===== config.mk =====
export PLATFORM = sky130hd
export DESIGN_NAME = instr_fetch_unit
export DESIGN_NICKNAME = d
export VERILOG_FILES = /design/src/rtl/instr_fetch_unit.sv
export SDC_FILE = /design/constraint.sdc
export NUM_CORES = 1
export LEC_CHECK = 0
export ABC_AREA = 1
export ABC_CLOCK_PERIOD_IN_PS = 7650
export BUFFER_PORTS_ARGS = -buffer_cell sky130_fd_sc_hd__clkbuf_2
export CORE_ASPECT_RATIO = 1.75
export CORE_MARGIN = 5
export CORE_UTILIZATION = 45
export CTS_CLUSTER_SIZE = 10
export DETAILED_ROUTE_END_ITERATION = 7
export PLACE_DENSITY = 0.77
export SKIP_LAST_GASP = 1
export SYNTH_ARGS = -nofsm -noshare
export SYNTH_HDL_FRONTEND = slang
export SYNTH_SLANG_ARGS = --single-unit
export TNS_END_PERCENT = 20

===== constraint.sdc =====
create_clock -name clk_i -period 7.65 [get_ports clk_i]
set_input_delay 0.3825 -clock clk_i [delete_from_list [all_inputs] [get_ports clk_i]]
set_output_delay 0.3825 -clock clk_i [all_outputs]
set_load 0.05 [all_outputs]

===== src/rtl/instr_fetch_unit.sv =====
// Instruction fetch front end: PC register, credit-limited word fetches, in-order
// instruction FIFO to decode, redirect flush with stale-response drain. Option: FETCH_PERF_EN.
module instr_fetch_unit #(
    parameter logic [31:0] PC_RESET  = 32'h0000_0000,
    parameter int          BUF_DEPTH = 2,
    parameter int          CNT_W     = 3
) (
    input  logic        clk_i,
    input  logic        rst_i,
    output logic        imem_req_o,
    output logic [31:0] imem_addr_o,
    input  logic        imem_rvalid_i,
    input  logic [31:0] imem_rdata_i,
    output logic [31:0] instr_o,
    output logic [31:0] pc_plus4_o,
    output logic        instr_valid_o,
    input  logic        instr_ready_i,
    input  logic        redirect_i,
    input  logic [31:0] redirect_pc_i
`ifdef FETCH_PERF_EN
    ,
    output logic [31:0] fetch_cnt_o,
    output logic [15:0] flush_cnt_o
`endif
);
    localparam int PTR_W = (BUF_DEPTH > 1) ? $clog2(BUF_DEPTH) : 1;
    localparam logic [CNT_W-1:0] DEPTH_C = CNT_W'(BUF_DEPTH);
    localparam logic [CNT_W:0]   CRED_C  = (CNT_W+1)'(BUF_DEPTH);

    typedef enum logic {FETCH, DRAIN} state_e;

    state_e            state_q, state_d;
    logic [31:0]       pc_q, pc_d;
    logic [31:0]       resp_pc_q, resp_pc_d;
    logic [CNT_W-1:0]  occ_q, occ_d, out_q, out_d, stale_q, stale_d;
    logic [PTR_W-1:0]  wr_ptr_q, rd_ptr_q;
    logic [31:0]       instr_q [BUF_DEPTH];
    logic [31:0]       pcp4_q  [BUF_DEPTH];
    logic              rvalid, req, push, pop;
    logic [CNT_W:0]    credit_used;
    logic              unused_pc_lsb;

    assign unused_pc_lsb = ^redirect_pc_i[1:0];
    assign rvalid        = imem_rvalid_i & ~rst_i;
    assign credit_used   = {1'b0, occ_q} + {1'b0, out_q};
    assign req           = (state_q == FETCH) & ~redirect_i & ~rst_i & (credit_used < CRED_C);
    assign push          = (state_q == FETCH) & rvalid & ~redirect_i;
    assign instr_valid_o = (state_q == FETCH) & (occ_q != '0);
    assign pop           = instr_valid_o & instr_ready_i & ~redirect_i;

    assign imem_req_o  = req;
    assign imem_addr_o = pc_q;
    // Outputs come straight from FIFO storage, never from imem_rdata_i.
    assign instr_o     = instr_q[rd_ptr_q];
    assign pc_plus4_o  = pcp4_q[rd_ptr_q];

    always_comb begin
        state_d   = state_q;
        pc_d      = pc_q;
        resp_pc_d = resp_pc_q;
        occ_d     = occ_q;
        out_d     = out_q;
        stale_d   = stale_q;
        if (redirect_i) begin
            // A response landing in the redirect cycle is already stale.
            pc_d      = {redirect_pc_i[31:2], 2'b00};
            resp_pc_d = {redirect_pc_i[31:2], 2'b00};
            occ_d     = '0;
            out_d     = out_q - CNT_W'(rvalid);
            stale_d   = out_q - CNT_W'(rvalid);
            state_d   = (stale_d != '0) ? DRAIN : FETCH;
        end else if (state_q == DRAIN) begin
            if (rvalid) begin
                out_d   = out_q - CNT_W'(1);
                stale_d = stale_q - CNT_W'(1);
                if (stale_q == CNT_W'(1))
                    state_d = FETCH;
            end
        end else begin
            if (req)
                pc_d = pc_q + 32'd4;
            if (push)
                resp_pc_d = resp_pc_q + 32'd4;
            out_d = out_q + CNT_W'(req) - CNT_W'(rvalid);
            occ_d = occ_q + CNT_W'(push) - CNT_W'(pop);
        end
    end

    always_ff @(posedge clk_i) begin
        if (rst_i) begin
            state_q   <= FETCH;
            pc_q      <= PC_RESET;
            resp_pc_q <= PC_RESET;
            occ_q     <= '0;
            out_q     <= '0;
            stale_q   <= '0;
            wr_ptr_q  <= '0;
            rd_ptr_q  <= '0;
            for (int i = 0; i < BUF_DEPTH; i++) begin
                instr_q[i] <= '0;
                pcp4_q[i]  <= '0;
            end
        end else begin
            state_q   <= state_d;
            pc_q      <= pc_d;
            resp_pc_q <= resp_pc_d;
            occ_q     <= occ_d;
            out_q     <= out_d;
            stale_q   <= stale_d;
            if (redirect_i) begin
                wr_ptr_q <= '0;
                rd_ptr_q <= '0;
            end else begin
                if (push) begin
                    instr_q[wr_ptr_q] <= imem_rdata_i;
                    pcp4_q[wr_ptr_q]  <= resp_pc_q + 32'd4;
                    wr_ptr_q          <= wr_ptr_q + PTR_W'(1);
                end
                if (pop)
                    rd_ptr_q <= rd_ptr_q + PTR_W'(1);
            end
        end
    end

    always_ff @(posedge clk_i) begin
        if (!rst_i && push && !pop)
            assert (occ_q != DEPTH_C);
    end

`ifdef FETCH_PERF_EN
    logic [31:0] fetch_cnt_q;
    logic [15:0] flush_cnt_q;

    always_ff @(posedge clk_i) begin
        if (rst_i) begin
            fetch_cnt_q <= '0;
            flush_cnt_q <= '0;
        end else begin
            if (pop && fetch_cnt_q != '1)
                fetch_cnt_q <= fetch_cnt_q + 32'd1;
            if (redirect_i && flush_cnt_q != '1)
                flush_cnt_q <= flush_cnt_q + 16'd1;
        end
    end

    assign fetch_cnt_o = fetch_cnt_q;
    assign flush_cnt_o = flush_cnt_q;
`endif
endmodule


After elaboration in Yosys (flattened, before gate mapping)
Memories as Yosys holds them, arrays and structs flattened. A register that Yosys moved wholly into a read port is not among the register bits.
Index checks and enable logic that the tools add are counted.
W data, S select, Z words.
{"block": "classes", "add_sub_neg": 12, "n_lt_le_gt_ge": 1, "n_eq_ne": 3, "mux": 33, "bitwise": 12, "n_reduce_logical": 14}
{"operator": "$mux W32", "count": 8}
{"operator": "$add A32 B3 Y32 const B", "count": 2}
{"operator": "$reduce_or A32 Y1", "count": 2}
{"operator": "$mux W1", "count": 19}
{"operator": "$mux W3", "count": 6}
{"operator": "$reduce_and A2 Y1", "count": 5}
{"operator": "$and A1 B1 Y1", "count": 9}
{"operator": "$sub A3 B1 Y3", "count": 3}
{"operator": "$reduce_bool A2 Y1", "count": 4}
{"operator": "$add A3 B1 Y3", "count": 2}
{"operator": "$reduce_bool A3 Y1", "count": 2}
{"operator": "$sub A3 B1 Y3 const B", "count": 2}
{"operator": "$add A3 B3 Y4", "count": 1}
{"operator": "$lt A4 B2 Y1 const B", "count": 1}
{"operator": "$eq A3 B1 Y1 const B", "count": 1}
{"operator": "$ne A3 B2 Y1 const B", "count": 1}
{"operator": "$not A1 Y1", "count": 3}
{"operator": "$add A1 B1 Y1 const B", "count": 2}
{"operator": "$ne A2 B2 Y1 const B", "count": 1}
{"operator": "$reduce_or A2 Y1", "count": 1}
{"block": "totals", "ff_bits": 76, "ramBits": 128, "output_inout_bits": 98, "word_cells": 87, "n_memories": 2}
{"name": "instr_q", "words": 2, "width": 32, "read_ports": 1, "rd_ports_with_merged_regs": 1, "wr": 2, "line": "37", "text": "logic [31:0] instr_q [BUF_DEPTH];"}
{"name": "pcp4_q", "words": 2, "width": 32, "read_ports": 1, "rd_ports_with_merged_regs": 1, "wr": 2, "line": "38", "text": "logic [31:0] pcp4_q [BUF_DEPTH];"}

Logic depth before layout (Yosys ltp)
Gate-level depths: netlist of the first run.
{"block": "depth", "word_depth": 10, "ltp_mapped": 16, "ltp_nobuf": 15}

Least setup slack after synthesis of the first run
No wires, ideal clock.
{"block": "synth_timing", "path_kind": "input -> register", "from": "input rst_i", "to": "memory instr_q[0][0], enable pin", "setup_ns": 0.421, "arrival_ns": 2.543, "required_ns": 7.229, "path_slack_ns": 4.686, "cell_stages": 7, "n_path_buf": 2, "path_cell_list": "buf_4 nor2_4 nand2_2 clkinv_2 nand2_1 buf_2 nand2_1"}
{"element": "start, declared", "line": "9", "text": "input logic rst_i,"}
{"element": "end, declared", "line": "37"}

==> impl_results.md, run 1 <==
- Layout cells sized above 1: 23.6%
- Number of global-route vias before repair: 8460
- CP endpoint: instr_q[1][7]
- Die width: 124 um
- IO Port Bufs: 160
- Die area: 26100 um^2
- Post-route ant nets: 0
- Hold slack: 0.212 ns
- Critical Path RT: 7.71 ns
- Critical Path Most Common Cell: buf_4
- Setup violators final: 0
- Pins Over Slew Limit: 0
- Clock tree sinks: 197
- Setup bufs post-CTS: 0
- Initial core utilization: 45.5%
- Crit-path cells: clkinv_1 -> nor2_1 -> inv_1 -> buf_4 -> nand2_2 -> buf_4
- R2R Path End: instr_q[1][7]
- Crit path launch type: flop
- Slowest cell on the critical path: dfxtp_1
- Clock share of power: 34.4%
- Synth area leader: edfxtp_1
- Yosys warns: 0
- Post-DP Area: 11300 um^2
- Core area: 22700 um^2
- Slew HR: 40.6%
- Chip height: 210 um
- Max FO, Critical Path: 62
- # IOs: 167
- Worst Path Arrival: 3.62 ns
- Total number of vias: 8332
- Status: finished clean
- Cts repair resizes: 0
- Top-area cell type share of the netlist area: 36.2%
- Worst hold start: redirect_pc_i[18]
- GP Congestion: 0.891
- Xor/xnor cell area share of the yosys netlist: 1.28%
- Largest family of logic cells by synthesized area: simple AND/OR/NAND/NOR gates
- Initial antenna violation count: 0
- Synth top area cells: edfxtp_1 36%, dfxtp_1 14%, nand2_1 8.5%, nor2_1 7.1%, mux2_2 6.8%
- Clock skew: 0.00942 ns
- Synth Area in Simple Gates: 23.5%
- Sequential power share: 48.0%
- Peak VDD IR: 0.149 mV
- Setup tns final: 0 ns
- Final min period: 3.56 ns
- TritonCTS buffer count: 17
- Hold Path Depth: 3
- Power density over cell area: 219 nW/um^2
- WS Path Type: reg -> reg
- Sw frac: 30.4%
- Hold Crit Class: in -> reg
- Worst skew pair latency: 0.44 ns
- Switch Pwr: 788 uW
- Critical Path Start: wr_ptr_q
- Seq cells post-synth: 197
- Fmax: 0.281 GHz
- Asr flop ratio synth: 0%
- Final Cycle Share: 46.6%
- Gr ovfl total: 0
- Vias per cell: 5.09
- Layout area overhead: 15.1%
- CP max stage delay: 0.90 ns
- Synth unique cells: 48
- Register area share after synthesis: 50.4%
- Synth Flop Type: edfxtp_1
- Lkg Pwr: 0.00510 uW
- Worst r2r src: wr_ptr_q
- Non-Filler Instances: 1636
- CTS tree: done
- Clk Tree Root Cell: clkbuf_16
- Synth Area in Adders: 2.16%
- Max Root-Sink Buffers: 2
- Largest net degree at the start of global routing: 63
- First-pass GRT wire length: 40.2 mm
- H-tree levels: 4
- FF-to-FF path depth: 6
- Clock transition at path regs: 0.07 ns
- Final Hold Viols: 0
- Flop2flop setup slack: 4.09 ns
- 1st-iter DRT viols: 504
- WL/cell: 15.3 um
- Combinational share of power: 17.6%
- Worst Max-Slew Pin Slew: 0.889 ns
- Residual DRC: 0
- Synth Cell Area: 10300 um^2
- Post-layout util: 52.3%
- Ant diodes: 0
- Post-synth EDFFs: 124
- Global Route Usage Sum: 19.1%
- Dpl cells: 1604
- Final instance area: 11800 um^2
- TritonRoute pass-1 iters: 5
- RSZ-0062 raised after global routing: no
- Mux contribution to synthesized area: 6.78%
- # hold bufs at CTS: 0
- Synth cell count leaders: 234 x nand2_1, 194 x nor2_1, 138 x inv_1, 124 x edfxtp_1, 73 x dfxtp_1
- Dpl hpwl: 18.0 mm
- Syn Inst Count: 1181
- Most frequent cell after synthesis: nand2_1
- Crit end category: flop
- Final wirelength: 25.1 mm
- Final nets: 1408
- Compound-Gate Fraction of Synth Area: 7.74%
- FP Rows: 73
- Cell Int Power: 1810 uW
- Max cap viols: 0
- Synthesized area per cell: 8.72 um^2
[routing by layer]
metal  track usage [%]  vias to the layer above  routed length (um)
li1                  -                     4150                   -
met1              20.0                     3880                9550
met2              35.5                      244               13300
met3              3.50                       58                1140
met4              10.9                        0                1120
met5                 0                        -                   0
[logic make-up (layout without fill, tap and decap cells)]
group | Yosys count | after routing
AO/OA/AOI/OAI | 140 | 140
other | 1 | 4
XOR/XNOR | 15 | 15
adder cells (fa/ha/maj) | 16 | 16
flip-flops | 197 | 197
multiplexers | 62 | 62
AND/OR/NAND/NOR | 554 | 554
buffers and inverters | 196 | 348
[flip-flops by register name, summed over array words and instances (netlist names), named ones only]
name and count:
resp_pc_q 30, wr_ptr_q 1, instr_q 64, rd_ptr_q 1
pcp4_q 60, state_q 1, imem_addr_o 30, stale_q 3
occ_q 3, out_q 3
[stage by stage]
stage | worst slack, ns | total power, uW
2_1_floorplan | 4.69 | 1610
3_3_place_gp | 3.77 | 1710
3_5_place_dp | 3.81 | 1720
4_1_cts | 4.04 | 2620
5_1_grt | 3.78 | 2710
6_report | 4.09 | 2590
[layout by cell type, fill, tap and decap left out, types with 6 or more instances in the layout]
cell | synthesis | final
mux2_2 | 62 | 62
xor2_1 | 11 | 11
clkbuf_16 | 0 | 17
a31oi_1 | 15 | 15
ha_1 | 13 | 13
nor2_2 | 8 | 8
buf_4 | 8 | 7
dfxtp_1 | 73 | 72
edfxtp_1 | 124 | 124
nand2_2 | 5 | 7
o21ai_0 | 36 | 36
nand3_1 | 68 | 68
clkbuf_2 | 0 | 160
nand3_2 | 9 | 9
nand4_1 | 8 | 8
a21oi_1 | 56 | 56
nor2_4 | 9 | 9
inv_2 | 7 | 7
nand3b_1 | 6 | 6
nand2_1 | 234 | 232
inv_1 | 138 | 138
o21ai_1 | 12 | 12
nor2_1 | 194 | 194
[worst max-delay path, delay by kind of cell (launching register included)]
kind	cells	cell delay (ns)
buf+inv	4	1.86
flops	1	0.90
simple gates	2	0.37
[area by class of cell]
type                            instances  area [um^2]
Fill cell                            2161        10800
Sequential cell                       197         5190
Multi-Input combinational cell        791         4290
Timing Repair Buffer                  167          853
Inverter                              149          562
Clock buffer                           18          429
Tap cell                              300          375
Clock inverter                         14          153
[power by group through the flow]
| stage | sequential [uW] | combinational, uW | clock [uW] |
|---|---|---|---|
| after floorplan | 1290 | 320 | 0 |
| after global placement | 1260 | 451 | 0 |
| after detailed placement | 1270 | 457 | 0 |
| after CTS | 1240 | 459 | 916 |
| after global routing | 1250 | 497 | 961 |
| final | 1240 | 456 | 893 |
[how the worst min path moves through the flow]
stage,endpoint
finish,imem_addr_o[18]
CTS,imem_addr_o[18]
floorplan,flop
detailed placement,flop
global route,imem_addr_o[18]
global placement,flop
No activity file was read; power rests on OpenSTA's default activity.
==> run 2, diff against run 1 <==
--- a/config.mk
+++ b/config.mk
@@ -6,7 +6,7 @@
 export NUM_CORES = 1
 export LEC_CHECK = 0
 export ABC_AREA = 1
-export ABC_CLOCK_PERIOD_IN_PS = 7650
+export ABC_CLOCK_PERIOD_IN_PS = 3600
 export BUFFER_PORTS_ARGS = -buffer_cell sky130_fd_sc_hd__clkbuf_2
 export CORE_ASPECT_RATIO = 1.75
 export CORE_MARGIN = 5
==> constraint.sdc (replaced) <==
create_clock -name clk_i -period 3.6 [get_ports clk_i]
set_input_delay 0.18 -clock clk_i [delete_from_list [all_inputs] [get_ports clk_i]]
set_output_delay 0.18 -clock clk_i [all_outputs]
set_load 0.05 [all_outputs]
==> impl_results.md, run 2 (same netlist as run 1, synthesis figures left out) <==
- Number of global-route vias before repair: 8516 (+0.66%)
- Slew HR: 45.6% (+4.9 points)
- IO Port Bufs: 160 (unchanged)
- Crit-path cells: inv_1 -> fa_1 -> o21ai_1 -> nor2_2 -> nand2_2 -> clkinv_2 -> ha_1 -> fa_1 -> xnor2_1 -> xor2_1 -> nand2_1 -> nand2_1 -> nand2_1 -> a21oi_1
- CP max stage delay: 0.44 ns (-0.46 ns)
- CP delay by family, top: adder cells
- Layout area overhead: 16.3%
- Residual DRC: 0 (unchanged)
- Final min period: 3.05 ns (-0.509 ns)
- Worst r2r src: out_q[1]
- Clock tree sinks: 197 (unchanged)
- Critical Path Most Common Cell: nand2_1
- Hold Path Depth: 3 (unchanged)
- Peak VDD IR: 0.286 mV (+93%)
- Cts repair resizes: 0 (unchanged)
- Final Cycle Share: 84.8% (+38 points)
- Die width: 124 um (unchanged)
- Dpl hpwl: 18.5 mm (+2.8%)
- Power density over cell area: 479 nW/um^2 (+120%)
- FF+latch area: 5190 um^2 (unchanged)
- 1st-iter DRT viols: 568 (+13%)
- Final nets: 1413 (+0.36%)
- Setup violators final: 0 (unchanged)
- WS Path Type: reg -> reg
- Reg with most FFs: instr_q
- Worst Max-Slew Pin Slew: 0.816 ns (-0.0728 ns)
- Clk Tree Root Cell: clkbuf_16
- Crit path launch type: flop
- Final wirelength: 25.6 mm (+2.0%)
- Core area: 22700 um^2 (unchanged)
- Max FO, Critical Path: 13 (-79%)
- Vias per cell: 5.22 (+2.5%)
- Post-layout util: 52.9% (+0.58 points)
- Gr ovfl total: 0 (unchanged)
- Dpl cells: 1608 (+0.25%)
- Number of flip-flops in the largest register: 64 (unchanged)
- Largest net degree at the start of global routing: 63 (unchanged)
- Final Hold Viols: 0 (unchanged)
- Initial core utilization: 45.5% (unchanged)
- Global Route Usage Sum: 19.7% (+0.59 points)
- Post-DP Area: 11300 um^2 (+0.49%)
- Non-Filler Instances: 1641 (+0.31%)
- Hold Crit Endpoint: resp_pc_q[14]
- Status: finished clean
- Fillcell total: 2132 (-1.3%)
- WL/cell: 15.6 um (+1.6%)
- Total number of vias: 8568 (+2.8%)
- WP buf/inv: 2 (-2)
- FF-to-FF path depth: 14 (+8)
- Max cap viols: 0 (unchanged)
- Clock transition at path regs: 0.08 ns (about the same)
- TritonCTS buffer count: 17 (unchanged)
- Initial antenna violation count: 0 (unchanged)
- Lkg Pwr: 0.00516 uW (+1.2%)
- H-tree levels: 4 (unchanged)
- Clock skew: 0.0157 ns (+0.00631 ns)
- Pins Over Slew Limit: 0 (unchanged)
- Critical Path RT: 3.98 ns (-3.73 ns)
- FP Rows: 73 (unchanged)
- Worst skew pair latency: 0.45 ns (about the same)
- Hold Crit Class: in -> reg
- Final instance area: 12000 um^2 (+1.1%)
- R2R Path End: out_q[2]
- Die area: 26100 um^2 (unchanged)
- Multi-input logic area: 4290 um^2 (unchanged)
- Layout cells sized above 1: 23.9% (+0.28 points)
- Slowest cell on the critical path: fa_1
- Chip height: 210 um (unchanged)
- Flop2flop setup slack: 0.55 ns (-3.54 ns)
- GP Congestion: 0.908 (+1.9%)
- RSZ-0062 raised after global routing: no
- Most frequent cells in the layout: 232 x nand2_1, 194 x nor2_1, 160 x clkbuf_2
- Worst Path Arrival: 3.44 ns (-0.18 ns)
- Most common cell after layout, fill and taps aside: nand2_1
- CTS tree: done
- TritonRoute pass-1 iters: 5 (unchanged)
- Crit end category: flop
- Setup tns final: 0 ns (unchanged)
- Ant diodes: 0 (unchanged)
- First-pass GRT wire length: 41.3 mm (+2.7%)
- Fmax: 0.327 GHz (+17%)
- Post-route ant nets: 0 (unchanged)
- Final Power: 5740 uW (+120%)
- # IOs: 167 (unchanged)
- Worst hold start: redirect_pc_i[14]
- Max Root-Sink Buffers: 2 (unchanged)
- Top flop regs: instr_q: 64 flops, pcp4_q: 60 flops
-- run 2: cell count changes in the layout (fill, tap and decap cells not counted), moves of 2 or more --
cell	before	now
clkinv_4	4	1
buf_12	0	2
inv_6	2	5
inv_8	2	0
buf_4	7	9
bufinv_16	2	5
-- run 2: worst max-delay path by stage --
stage / cells past startpoint / from / slack, ns / end
3_5_place_dp: 14 / out_q[1] / 0.58 / out_q[2]
5_1_grt: 14 / out_q[1] / 0.33 / out_q[2]
4_1_cts: 14 / out_q[1] / 0.56 / out_q[2]
2_1_floorplan: 6 / wr_ptr_q / 0.79 / instr_q[1][0]
6_report: 14 / out_q[1] / 0.55 / out_q[2]
3_3_place_gp: 14 / out_q[1] / 0.74 / out_q[2]
-- run 2: area by class of cell --
| type | instances | area share, % |
|---|---|---|
| Sequential cell | 197 | 43.3 |
| Clock inverter | 14 | 1.83 |
| Clock buffer | 18 | 3.58 |
| Timing Repair Buffer | 172 | 7.67 |
| Inverter | 149 | 4.69 |
| Multi-Input combinational cell | 791 | 35.8 |
| Tap cell | 300 | 3.13 |
-- run 2: layer usage --
metal / up-vias / wire length [um] / GRT usage (%)
li1: 4158 / - / -
met1: 4024 / 9450 / 20.8
met2: 304 / 13400 / 35.6
met3: 82 / 1320 / 3.02
met4: 0 / 1440 / 13.4
met5: - / 0 / 0
-- run 2: per-stage QoR --
step / worst slack, ns / hold WS [ns]
2_1_floorplan: 0.791 / 0.329
4_1_cts: 0.561 / 0.00887
3_5_place_dp: 0.583 / 0.437
6_report: 0.546 / 0.0297
5_1_grt: 0.328 / 0.0316
3_3_place_gp: 0.741 / 0.434
-- run 2: worst min-delay path: stages --
cell and delay (ns):
clkbuf_2 0.08, nand2_1 0.08, a31oi_1 0.08
-- run 2: timing repair --
action                                 CTS  global route
setup endpoints to repair                0             0
hold buffers                             1             0
buffers inserted                         0             0
endpoints found under the hold margin    1             0
-- run 2: power breakdown --
group,total (uW),leakage (uW),internal (uW),switching [uW]
sequential,2640,0.00189,2540,105
clock,2110,0.000310,1240,866
combinational,990,0.00296,276,714
==> run 3, diff against run 2 <==
--- a/config.mk
+++ b/config.mk
@@ -6,7 +6,7 @@
 export NUM_CORES = 1
 export LEC_CHECK = 0
 export ABC_AREA = 1
-export ABC_CLOCK_PERIOD_IN_PS = 3600
+export ABC_CLOCK_PERIOD_IN_PS = 3000
 export BUFFER_PORTS_ARGS = -buffer_cell sky130_fd_sc_hd__clkbuf_2
 export CORE_ASPECT_RATIO = 1.75
 export CORE_MARGIN = 5
==> constraint.sdc (replaced) <==
create_clock -name clk_i -period 3 [get_ports clk_i]
set_input_delay 0.15 -clock clk_i [delete_from_list [all_inputs] [get_ports clk_i]]
set_output_delay 0.15 -clock clk_i [all_outputs]
set_load 0.05 [all_outputs]
==> impl_results.md, run 3 (same netlist as run 1, synthesis figures left out) <==
- Dpl hpwl: 18.7 mm (+0.80%)
- Core area: 22700 um^2 (unchanged)
- Final nets: 1420 (+0.50%)
- Clock share of power: 34.6% (-2.1 points)
- Cts repair resizes: 0 (unchanged)
- Post-layout util: 52.9% (about the same)
- Residual DRC: 0 (unchanged)
- CTS tree: done
- Fmax: 0.380 GHz
- Slew HR: 55.3% (+9.7 points)
- H-tree levels: 4 (unchanged)
- Crit path launch type: flop
- Initial antenna violation count: 0 (unchanged)
- IO Port Bufs: 160 (unchanged)
- WS Path Type: reg -> out
- Initial core utilization: 45.5% (unchanged)
- Clock skew: 0.0124 ns (-0.00337 ns)
- Setup tns final: 0 ns (unchanged)
- Flop2flop setup slack: 0.40 ns (-0.15 ns)
- Layout area overhead: 16.3% (about the same)
- Power density over cell area: 556 nW/um^2 (+16%)
- Most frequent cells in the layout: 232 x nand2_1, 194 x nor2_1, 160 x clkbuf_2
- Chip height: 210 um (unchanged)
- 1st-iter DRT viols: 490 (-14%)
- Hold Crit Class: in -> reg
- Number of global-route vias before repair: 8412 (-1.2%)
- Max cap viols: 0 (unchanged)
- Clock transition at path regs: 0.07 ns (about the same)
- Die area: 26100 um^2 (unchanged)
- Worst skew pair latency: 0.43 ns (-0.02 ns)
- Post-route ant nets: 0 (unchanged)
- FF-to-FF path depth: 14 (unchanged)
- Cell Int Power: 4700 uW (+16%)
- Fillcell total: 2129 (-0.14%)
- Clk Tree Root Cell: clkbuf_16
- R2R Path End: out_q[2]
- Final Hold Viols: 0 (unchanged)
- Worst Path Arrival: 2.48 ns (-0.96 ns)
- TritonRoute pass-1 iters: 5 (unchanged)
- Total number of vias: 8396 (-2.0%)
- WP buf/inv: 4 (+2)
- Switch Pwr: 1960 uW (+16%)
- CP max stage delay: 0.52 ns (+0.08 ns)
- Crit end category: output pin
- RSZ-0062 raised after global routing: no
- Ant diodes: 0 (unchanged)
- Hold slack: 0.0209 ns (-0.00881 ns)
- Hold Path Depth: 3 (unchanged)
- Reg with most FFs: instr_q
- TritonCTS buffer count: 17 (unchanged)
- Crit path depth: 8 (-6)
- Slowest cell on the critical path: fa_1
- Vias per cell: 5.09 (-2.4%)
- Peak VDD IR: 0.372 mV (+30%)
- Layout cells sized above 1: 24.0% (+0.099 points)
- Gr ovfl total: 0 (unchanged)
- Sw frac: 29.4% (+0.082 points)
- Top flop regs: instr_q: 64 flops, pcp4_q: 60 flops
- Global Route Usage Sum: 19.3% (-0.40 points)
- Final wirelength: 25.1 mm (-1.7%)
- Worst hold start: redirect_pc_i[13]
- Status: finished clean
- Pins Over Slew Limit: 0 (unchanged)
- Most common cell after layout, fill and taps aside: nand2_1
- Max Root-Sink Buffers: 2 (unchanged)
- CP delay by family, top: buffers and inverters
- Worst r2r src: out_q[1]
- Final min period: 2.63 ns
- Largest net degree at the start of global routing: 63 (unchanged)
- Setup violators final: 0 (unchanged)
- Final Cycle Share: 87.7%
- WL/cell: 15.3 um (-2.1%)
- FP Rows: 73 (unchanged)
- Critical Path RT: 2.85 ns (-1.13 ns)
- Sequential power share: 47.6% (+1.6 points)
- Combinational share of power: 17.8% (+0.5 points)
- Worst Max-Slew Pin Slew: 0.670 ns (-0.146 ns)
- Max FO, Critical Path: 24 (+11)
- Crit-path cells: inv_1 -> fa_1 -> nand3b_1 -> nor2_2 -> nand2_2 -> clkinv_2 -> buf_4 -> clkbuf_2
- GP Congestion: 0.868 (-4.3%)
- Number of flip-flops in the largest register: 64 (unchanged)
- Lkg Pwr: 0.00517 uW (+0.15%)
- # IOs: 167 (unchanged)
- Hold Crit Endpoint: resp_pc_q[13]
- Die width: 124 um (unchanged)
- First-pass GRT wire length: 40.9 mm (-1.1%)
- Clock tree sinks: 197 (unchanged)
==> run 3: cell types whose count changed in the layout (fill, tap and decap cells not counted), sizes merged <==
| cell | change |
|---|---|
| dlygate4sd3 | +3 |
| clkbuf | +2 |
| clkinv | +1 |
| buf | +4 |
| bufinv | -2 |
| inv | -1 |
==> run 3: power groups by stage <==
| stage | Clock [uW] | Sequential [uW] | Combinational, uW |
|---|---|---|---|
| global route | 2460 | 3190 | 1290 |
| CTS | 2360 | 3170 | 1190 |
| detailed placement | 0 | 3230 | 1190 |
| finish | 2300 | 3170 | 1180 |
| global placement | 0 | 3220 | 1170 |
| floorplan | 0 | 3300 | 816 |
==> run 3: worst max path at each step <==
stage                        start            end
after floorplan           wr_ptr_q  instr_q[1][0]
after global placement    out_q[1]       out_q[2]
after detailed placement  out_q[1]       out_q[2]
after CTS                 out_q[1]     imem_req_o
after global routing      out_q[1]       out_q[2]
final                     out_q[1]     imem_req_o
==> run 3: tightest hold or removal path, delay by kind of cell <==
family | cells | cell delay (ns)
AOI/OAI and AO/OA | 1 | 0.08
buffers and inverters | 1 | 0.08
and+or+nand+nor | 1 | 0.09
==> run 3: stage by stage <==
stage | cell area [um^2] | total power (uW) | instances | worst slack (ns)
finish | 12000 | 6660 | 1648 | 0.369
global route | 12000 | 6940 | 1648 | 0.190
CTS | 12000 | 6720 | 1648 | 0.361
detailed placement | 11400 | 4420 | 1612 | 0.413
global placement | 11400 | 4390 | 1612 | 0.432
floorplan | 10300 | 4120 | 1184 | 0.191
==> run 3: metal layers <==
metal	routed length, um	share of wire, %	GRT usage, %	up-vias
li1	-	-	-	4169
met1	9790	39	21.0	3911
met2	13200	53	35.8	247
met3	1020	4.1	2.84	69
met4	1110	4.4	10.1	0
met5	0	0	0	-
==> run 3: layout make-up <==
type                            instances  area (um^2)  share of cell area, %
Sequential cell                       197         5190                   43.3
Clock inverter                         12          150                   1.25
Inverter                              149          562                   4.69
Timing Repair Buffer                  179          978                   8.17
Clock buffer                           20          437                   3.65
Tap cell                              300          375                   3.13
Multi-Input combinational cell        791         4290                   35.8
==> run 3: timing repair <==
| action | in CTS | in global routing |
|---|---|---|
| hold buffers | 4 | 0 |
| setup buffers | 0 | 0 |
| endpoints found under the hold margin | 4 | 0 |
